--- src/rtl/shift_deserializer.sv ---
// Serial-to-parallel receiver: rebuilds WIDTH-bit words, LSB- or MSB-first per frame.
// data_valid rises one cycle after the last bit; while it is unacked, arriving bits are dropped and flagged in overrun.
module shift_deserializer #(
    parameter int WIDTH = 4
) (
    input  logic             clock,
    input  logic             reset,
    input  logic             start,
    input  logic             dir_right,
    input  logic             serial_in,
    input  logic             serial_valid,
    input  logic             data_ack,
    output logic [WIDTH-1:0] data_out,
    output logic             data_valid,
    output logic             busy,
    output logic             overrun
);

    localparam int CW = $clog2(WIDTH);
    localparam logic [CW-1:0] LAST = CW'(WIDTH - 1);

    typedef enum logic [1:0] {
        IDLE = 2'd0,
        RECV = 2'd1,
        FULL = 2'd2
    } state_t;

    state_t           state, state_n;
    logic [WIDTH-1:0] sr, sr_n;
    logic [WIDTH-1:0] shifted;
    logic [CW-1:0]    cnt, cnt_n;
    logic             dir_q, dir_n;
    logic [WIDTH-1:0] data_out_n;
    logic             data_valid_n;
    logic             busy_n;
    logic             overrun_n;
    logic             accept_start;

    // A frame can begin from IDLE, or from FULL in the same cycle the pending word is acked.
    assign accept_start = start && ((state == IDLE) || ((state == FULL) && data_ack));

    always_comb begin
        shifted      = dir_q ? {serial_in, sr[WIDTH-1:1]} : {sr[WIDTH-2:0], serial_in};
        state_n      = state;
        sr_n         = sr;
        cnt_n        = cnt;
        dir_n        = dir_q;
        data_out_n   = data_out;
        data_valid_n = data_valid;
        busy_n       = busy;
        overrun_n    = overrun;

        case (state)
            IDLE: begin
            end
            RECV: begin
                if (serial_valid) begin
                    sr_n = shifted;
                    if (cnt == LAST) begin
                        cnt_n        = '0;
                        data_out_n   = shifted;
                        data_valid_n = 1'b1;
                        state_n      = FULL;
                    end else begin
                        cnt_n = cnt + 1'b1;
                    end
                end
            end
            FULL: begin
                if (serial_valid) begin
                    overrun_n = 1'b1;
                end
                if (data_ack) begin
                    data_valid_n = 1'b0;
                    busy_n       = 1'b0;
                    state_n      = IDLE;
                end
            end
            default: begin
                state_n = IDLE;
            end
        endcase

        // Overrides the FULL-state results above, including a bit dropped this same cycle.
        if (accept_start) begin
            state_n      = RECV;
            sr_n         = '0;
            cnt_n        = '0;
            dir_n        = dir_right;
            overrun_n    = 1'b0;
            busy_n       = 1'b1;
            data_valid_n = 1'b0;
        end
    end

    always_ff @(posedge clock) begin
        if (reset) begin
            state      <= IDLE;
            sr         <= '0;
            cnt        <= '0;
            dir_q      <= 1'b0;
            data_out   <= '0;
            data_valid <= 1'b0;
            busy       <= 1'b0;
            overrun    <= 1'b0;
        end else begin
            state      <= state_n;
            sr         <= sr_n;
            cnt        <= cnt_n;
            dir_q      <= dir_n;
            data_out   <= data_out_n;
            data_valid <= data_valid_n;
            busy       <= busy_n;
            overrun    <= overrun_n;
        end
    end

endmodule

--- config.mk ---
export PLATFORM = sky130hd
export DESIGN_NAME = shift_deserializer
export DESIGN_NICKNAME = d
export VERILOG_FILES = /design/src/rtl/shift_deserializer.sv
export SDC_FILE = /design/constraint.sdc
export NUM_CORES = 1
export LEC_CHECK = 0
export CORE_UTILIZATION = 43
export CTS_CLUSTER_SIZE = 40
export DETAILED_ROUTE_END_ITERATION = 10
export GPL_TIMING_DRIVEN = 0
export MAX_ROUTING_LAYER = met4
export PLACE_DENSITY = 0.71
export SLEW_MARGIN = 30
export SYNTH_ARGS = -nofsm -noshare
export SYNTH_HDL_FRONTEND = slang
export SYNTH_SLANG_ARGS = --single-unit
--- constraint.sdc ---
create_clock -name clock -period 1.1 [get_ports clock]
set_clock_uncertainty 0.05 [all_clocks]
set_input_delay 0.22 -clock clock [delete_from_list [all_inputs] [get_ports clock]]
set_output_delay 0.22 -clock clock [all_outputs]
set_load 0.01 [all_outputs]
==> results.txt, run 1 <==
Final setup fails: 14
Die ar.: 1734 µm²
# port buffers: 12
Leading cell type in the layout, fill and taps excluded: nor2_1
Crit Path Category: reg2reg
Data arrival, critical path: 1380 ps
Static Leak: 0.3828 nW
RSZ-0062 raised after global routing: true
Least-Margin Pin Slew: 479.7 ps
Wirelength, routed: 1680 µm
Total global routing overflow: 0
Slew margin rel.: 0.6802
Drt wl/cell: 15.56 µm
CP required: 1250 ps
Chip height: 41.64 µm
Register area share after synthesis: 0.4741
Die X: 41.64 µm
Syn_area_per_cell: 9.652 µm²
Number of DRC markers in iteration 0: 2
IO Count: 14
First-pass GRT wire length: 2449 µm
Final hold violations: 0
Antenna diodes: 0
Initial antenna violation count: 0
Clock latency at the later pin of the worst-skew pair: 290 ps
Pwr dens: 1172 nW/µm²
GPL Wtd Cong: 0.7339
CTS sink cnt: 16
Min Hold Slack: 295.1 ps
Critical path cell sequence: ha_4, and4b_1, buf_4, a211oi_2
Mapped cell area: 675.6 µm²
Worst slack at placement: -458.2 ps
Layout area overhead: 42.41%
Vias in the first global route: 553
Max Fclk: 0.8161 GHz
Number of synthesized register bits: 16
Unique masters post-synth: 22
Gr usage total: 0.1886
Vias per cell: 5.657
Bufs on Longest Clock Path: 2
Outcome: complete, but fails checks
Post-layout util: 0.6959
Core Rows: 13
Violated checks: setup timing
CORE AREA: 1383 µm²
Post-Syn Nets: 78
Pwr Total: 1.128 mW
NumNets Final: 102
Commonest non-fill, non-tap cells in the layout: 13 x nor2_1, 11 x dfxtp_2, 7 x buf_2, 6 x buf_4, 5 x a211oi_2
VDD IR max: 1.190 mV
Hold WC Path Type: in2reg
Syn Inst Count: 70
TritonCTS clock tree: yes
Tcrit/Tclk final: 1.114
Final setup TNS: -825.2 ps
Cts hold-fix bufs: 0
Final ANT Viol Nets: 0
Worst-path maximum fanout: 5
CTS buffer count: 3
CTS H-tree lvls: 1
Max-cap violations: 0
Worst stage delay on the critical path: 340 ps
YS warnings: 0
DRC viols: 0
Max-slew violations: 0
Worst path slowest cell: dfxtp_2
Initial Utilization: 0.4887
Clk slew on worst S/H paths: 100 ps
Largest net degree at the start of global routing: 11
Worst setup SP type: flop
CP Capture Type: flop
DP HPWL: 959.6 µm
Layout cells sized above 1: 0.5269
Via count: 611
Tmin final: 1225 ps
Final setup margin: -125.3 ps
TritonRoute pass-1 iters: 2
CTS root buffer: clkbuf_4
## where the power goes
group          internal (mW)  switching, mW  leakage (nW)
clock network          0.202          0.184        0.0210
registers              0.594         0.0190         0.136
logic                 0.0639         0.0651         0.226
## registers in the layout, summed over array words and instances (netlist names)
name and flops:
data_out 4, sr 4, cnt 2, state 2
busy 1, data_valid 1, dir_q 1, overrun 1
## what timing repair did
item	4_1_cts	5_1_grt
endpoints found under the setup margin	23	15
setup buffers	2	4
resized for setup	39	14
pin swaps	3	6
gates cloned	1	1
## final timing paths
| kind | start | end | slack [ps] | cells after the start |
|---|---|---|---|---|
| worst max-delay path | cnt[0] | data_out[0] | -130 | 4 |
| worst min-delay path | reset | state[1] | 300 | 2 |
| worst max register to register | cnt[0] | data_out[0] | -130 | 4 |
| worst min register to register | overrun | overrun | 410 | 2 |
## per-stage QoR
stage	area, µm²	instances
6_report	962.2	108
5_1_grt	962.2	108
4_1_cts	875.8	103
3_5_place_dp	829.5	97
3_3_place_gp	829.5	97
2_1_floorplan	690.7	70
## cell families (layout without fill, tap and decap cells)
group / count (synthesis) / count (layout) / synth area share
AOI/OAI and AO/OA: 18 / 18 / 0.1982
adders and majority gates: 1 / 1 / 0.01852
buffers and inverters: 6 / 29 / 0.05556
DFF: 16 / 16 / 0.4741
muxes: 6 / 6 / 0.08889
and+or+nand+nor: 23 / 23 / 0.1648
## metal layers
metal | global-route usage | vias to the layer above | wire [µm]
met5 | - | - | 0
met1 | 0.2240 | 294 | 751
met2 | 0.3031 | 15 | 816
met3 | 0.08261 | 6 | 64
li1 | - | 296 | -
met4 | 0.02581 | 0 | 46
## worst max-delay path: cells and delay by family (launching register included)
| kind | cells | cell delay [ps] |
|---|---|---|
| adders and majority gates | 1 | 150 |
| and+or+nand+nor | 1 | 210 |
| AOI/OAI and AO/OA | 1 | 230 |
| buffers and inverters | 1 | 170 |
| DFF | 1 | 340 |
## cell usage after synthesis, drive strengths merged
cell | count | share of area
a211o | 1 | 0.013
a211oi | 9 | 0.11
a21bo | 1 | 0.015
a21o | 1 | 0.013
a21oi | 3 | 0.022
a31oi | 2 | 0.019
and3b | 1 | 0.015
and4b | 1 | 0.015
buf | 4 | 0.044
dfxtp | 16 | 0.47
ha | 1 | 0.019
inv | 2 | 0.011
mux2i | 6 | 0.089
nand2 | 1 | 0.0056
nand2b | 2 | 0.019
nand3 | 1 | 0.0074
nand3b | 1 | 0.011
nor2 | 15 | 0.083
nor2b | 1 | 0.0093
o22ai | 1 | 0.0093
## cell type report
| type | instances | area [µm²] |
|---|---|---|
| inverter | 2 | 7.507 |
| multi-input combinational | 48 | 382.9 |
| buffer | 3 | 26.28 |
| sequential | 16 | 337.8 |
| fill | 119 | 420.4 |
| clock buffer | 4 | 36.28 |
| tap | 15 | 18.77 |
| timing repair buffer | 20 | 152.6 |
No activity file was read; power rests on OpenSTA's default activity.
==> run 2, diff against run 1 <==
--- a/config.mk
+++ b/config.mk
@@ -11,6 +11,7 @@
 export GPL_TIMING_DRIVEN = 0
 export MAX_ROUTING_LAYER = met4
 export PLACE_DENSITY = 0.71
+export REMOVE_ABC_BUFFERS = 1
 export SLEW_MARGIN = 30
 export SYNTH_ARGS = -nofsm -noshare
 export SYNTH_HDL_FRONTEND = slang
==> results.txt, run 2 (synthesized netlist as in run 1, its figures left out) <==
Clk slew on worst S/H paths: 100 ps
IO Count: 14
CORE AREA: 1383 µm²
Wirelength, routed: 1500 µm
Slew margin rel.: 0.7371
Outcome: complete, but fails checks
RSZ-0062 raised after global routing: true
Leading cell type in the layout, fill and taps excluded: nor2_1
Crit Path Category: reg2reg
Max-cap violations: 0
Clock latency at the later pin of the worst-skew pair: 280 ps
Tcrit/Tclk final: 1.048
# port buffers: 13
Die ar.: 1734 µm²
Worst path slowest cell: dfxtp_2
Core Rows: 13
Worst setup SP type: flop
Cts hold-fix bufs: 0
Final setup fails: 7
Final Cell Area: 940.9 µm²
Final hold violations: 0
GRT Max-Usage Layer: met2
CTS buffer count: 3
GR Layer Usage met2: 0.2719
CTS H-tree lvls: 1
First-pass GRT wire length: 2456 µm
Static Leak: 0.3702 nW
Commonest non-fill, non-tap cells in the layout: 13 x nor2_1, 9 x dfxtp_2, 6 x buf_2
CP required: 1260 ps
Layout area overhead: 39.26%
Pwr dens: 1198 nW/µm²
NumNets Final: 99
Final ANT Viol Nets: 0
Bufs on Longest Clock Path: 2
Max Fclk: 0.8671 GHz
Final setup margin: -53.25 ps
Least-Margin Pin Slew: 394.4 ps
Largest net degree at the start of global routing: 11
Drt wl/cell: 14.29 µm
Worst stage delay on the critical path: 360 ps
Die X: 41.64 µm
Antenna diodes: 0
Max-slew violations: 0
Hold WC Path Type: in2reg
Placed cell area: 794.5 µm²
CTS root buffer: clkbuf_4
Layout cells sized above 1: 0.5000
Post-layout util: 0.6805
Worst-path maximum fanout: 5
TritonCTS clock tree: yes
Number of DRC markers in iteration 0: 13
Violated checks: setup timing
Tmin final: 1153 ps
CTS sink cnt: 16
Critical path cell sequence: ha_4, and4b_2, nor2_2, a211oi_2
Initial antenna violation count: 0
Vias in the first global route: 561
DP HPWL: 859.2 µm
VDD IR max: 0.9181 mV
GRT met3 Usage: 0.05217
Via count: 605
Data arrival, critical path: 1310 ps
DRC viols: 0
Initial Utilization: 0.4887
Top Registers: data_out (4), sr (4)
Gr usage total: 0.1847
GPL Wtd Cong: 0.7229
Vias per cell: 5.762
Chip height: 41.64 µm
Met1 Usage GRT: 0.2343
Total global routing overflow: 0
CP Capture Type: flop
Worst slack at placement: -498.2 ps
TritonRoute pass-1 iters: 4
run 2: cell count changes in the layout (fill, tap and decap cells not counted), moves of 2 or more:
cell,previous run,this run
buf_6,2,0
buf_4,6,4
and4b_2,0,2
dfxtp_2,11,9
run 2: repair_timing:
item,CTS,global route
pin swaps,7,6
gates cloned,2,0
endpoints found under the setup margin,22,17
setup buffers,2,3
gates resized for setup,46,14
run 2: final cells by class:
class | instances | area, µm²
fillers | 114 | 441.7
multi-input cells | 50 | 406.6
flip-flops and latches | 16 | 339.1
repair buffers | 18 | 132.6
clock buffers | 4 | 36.28
well taps | 15 | 18.77
inverters | 2 | 7.507
run 2: where the power goes:
group | total (mW) | switching (mW) | internal [mW]
sequential | 0.614 | 0.0207 | 0.594
clock | 0.389 | 0.188 | 0.201
combinational | 0.124 | 0.0617 | 0.0620
run 2: metal layers:
layer | share of wire | wire length, µm
met5 | 0 | 0
met4 | 0.011 | 17
met3 | 0.048 | 72
met2 | 0.46 | 695
met1 | 0.48 | 715
run 2: path summary, 6_finish.rpt:
path	from	to	slack, ps	cells past startpoint
setup / recovery	cnt[0]	data_out[3]	-50	4
hold / removal	reset	state[1]	420	2
setup reg to reg	cnt[0]	data_out[3]	-50	4
hold reg to reg	overrun	overrun	440	2
run 2: metrics by stage:
stage	setup TNS [ps]	std cells	hold slack, ps	power [mW]
global route	-618.1	105	400.9	1.173
floorplan	-575.7	66	234.6	0.6821
finish	-150.7	105	416.1	1.128
global placement	-6244	94	407.3	0.7294
detailed placement	-6620	94	409.0	0.7321
CTS	-296.5	102	388.6	1.114
run 2: worst max-delay path, delay by kind of cell, from the launching register on:
kind	cells	cell delay [ps]
AO/OA/AOI/OAI	1	180
adder cells (fa/ha/maj)	1	140
flip-flops	1	360
AND/OR/NAND/NOR	2	350
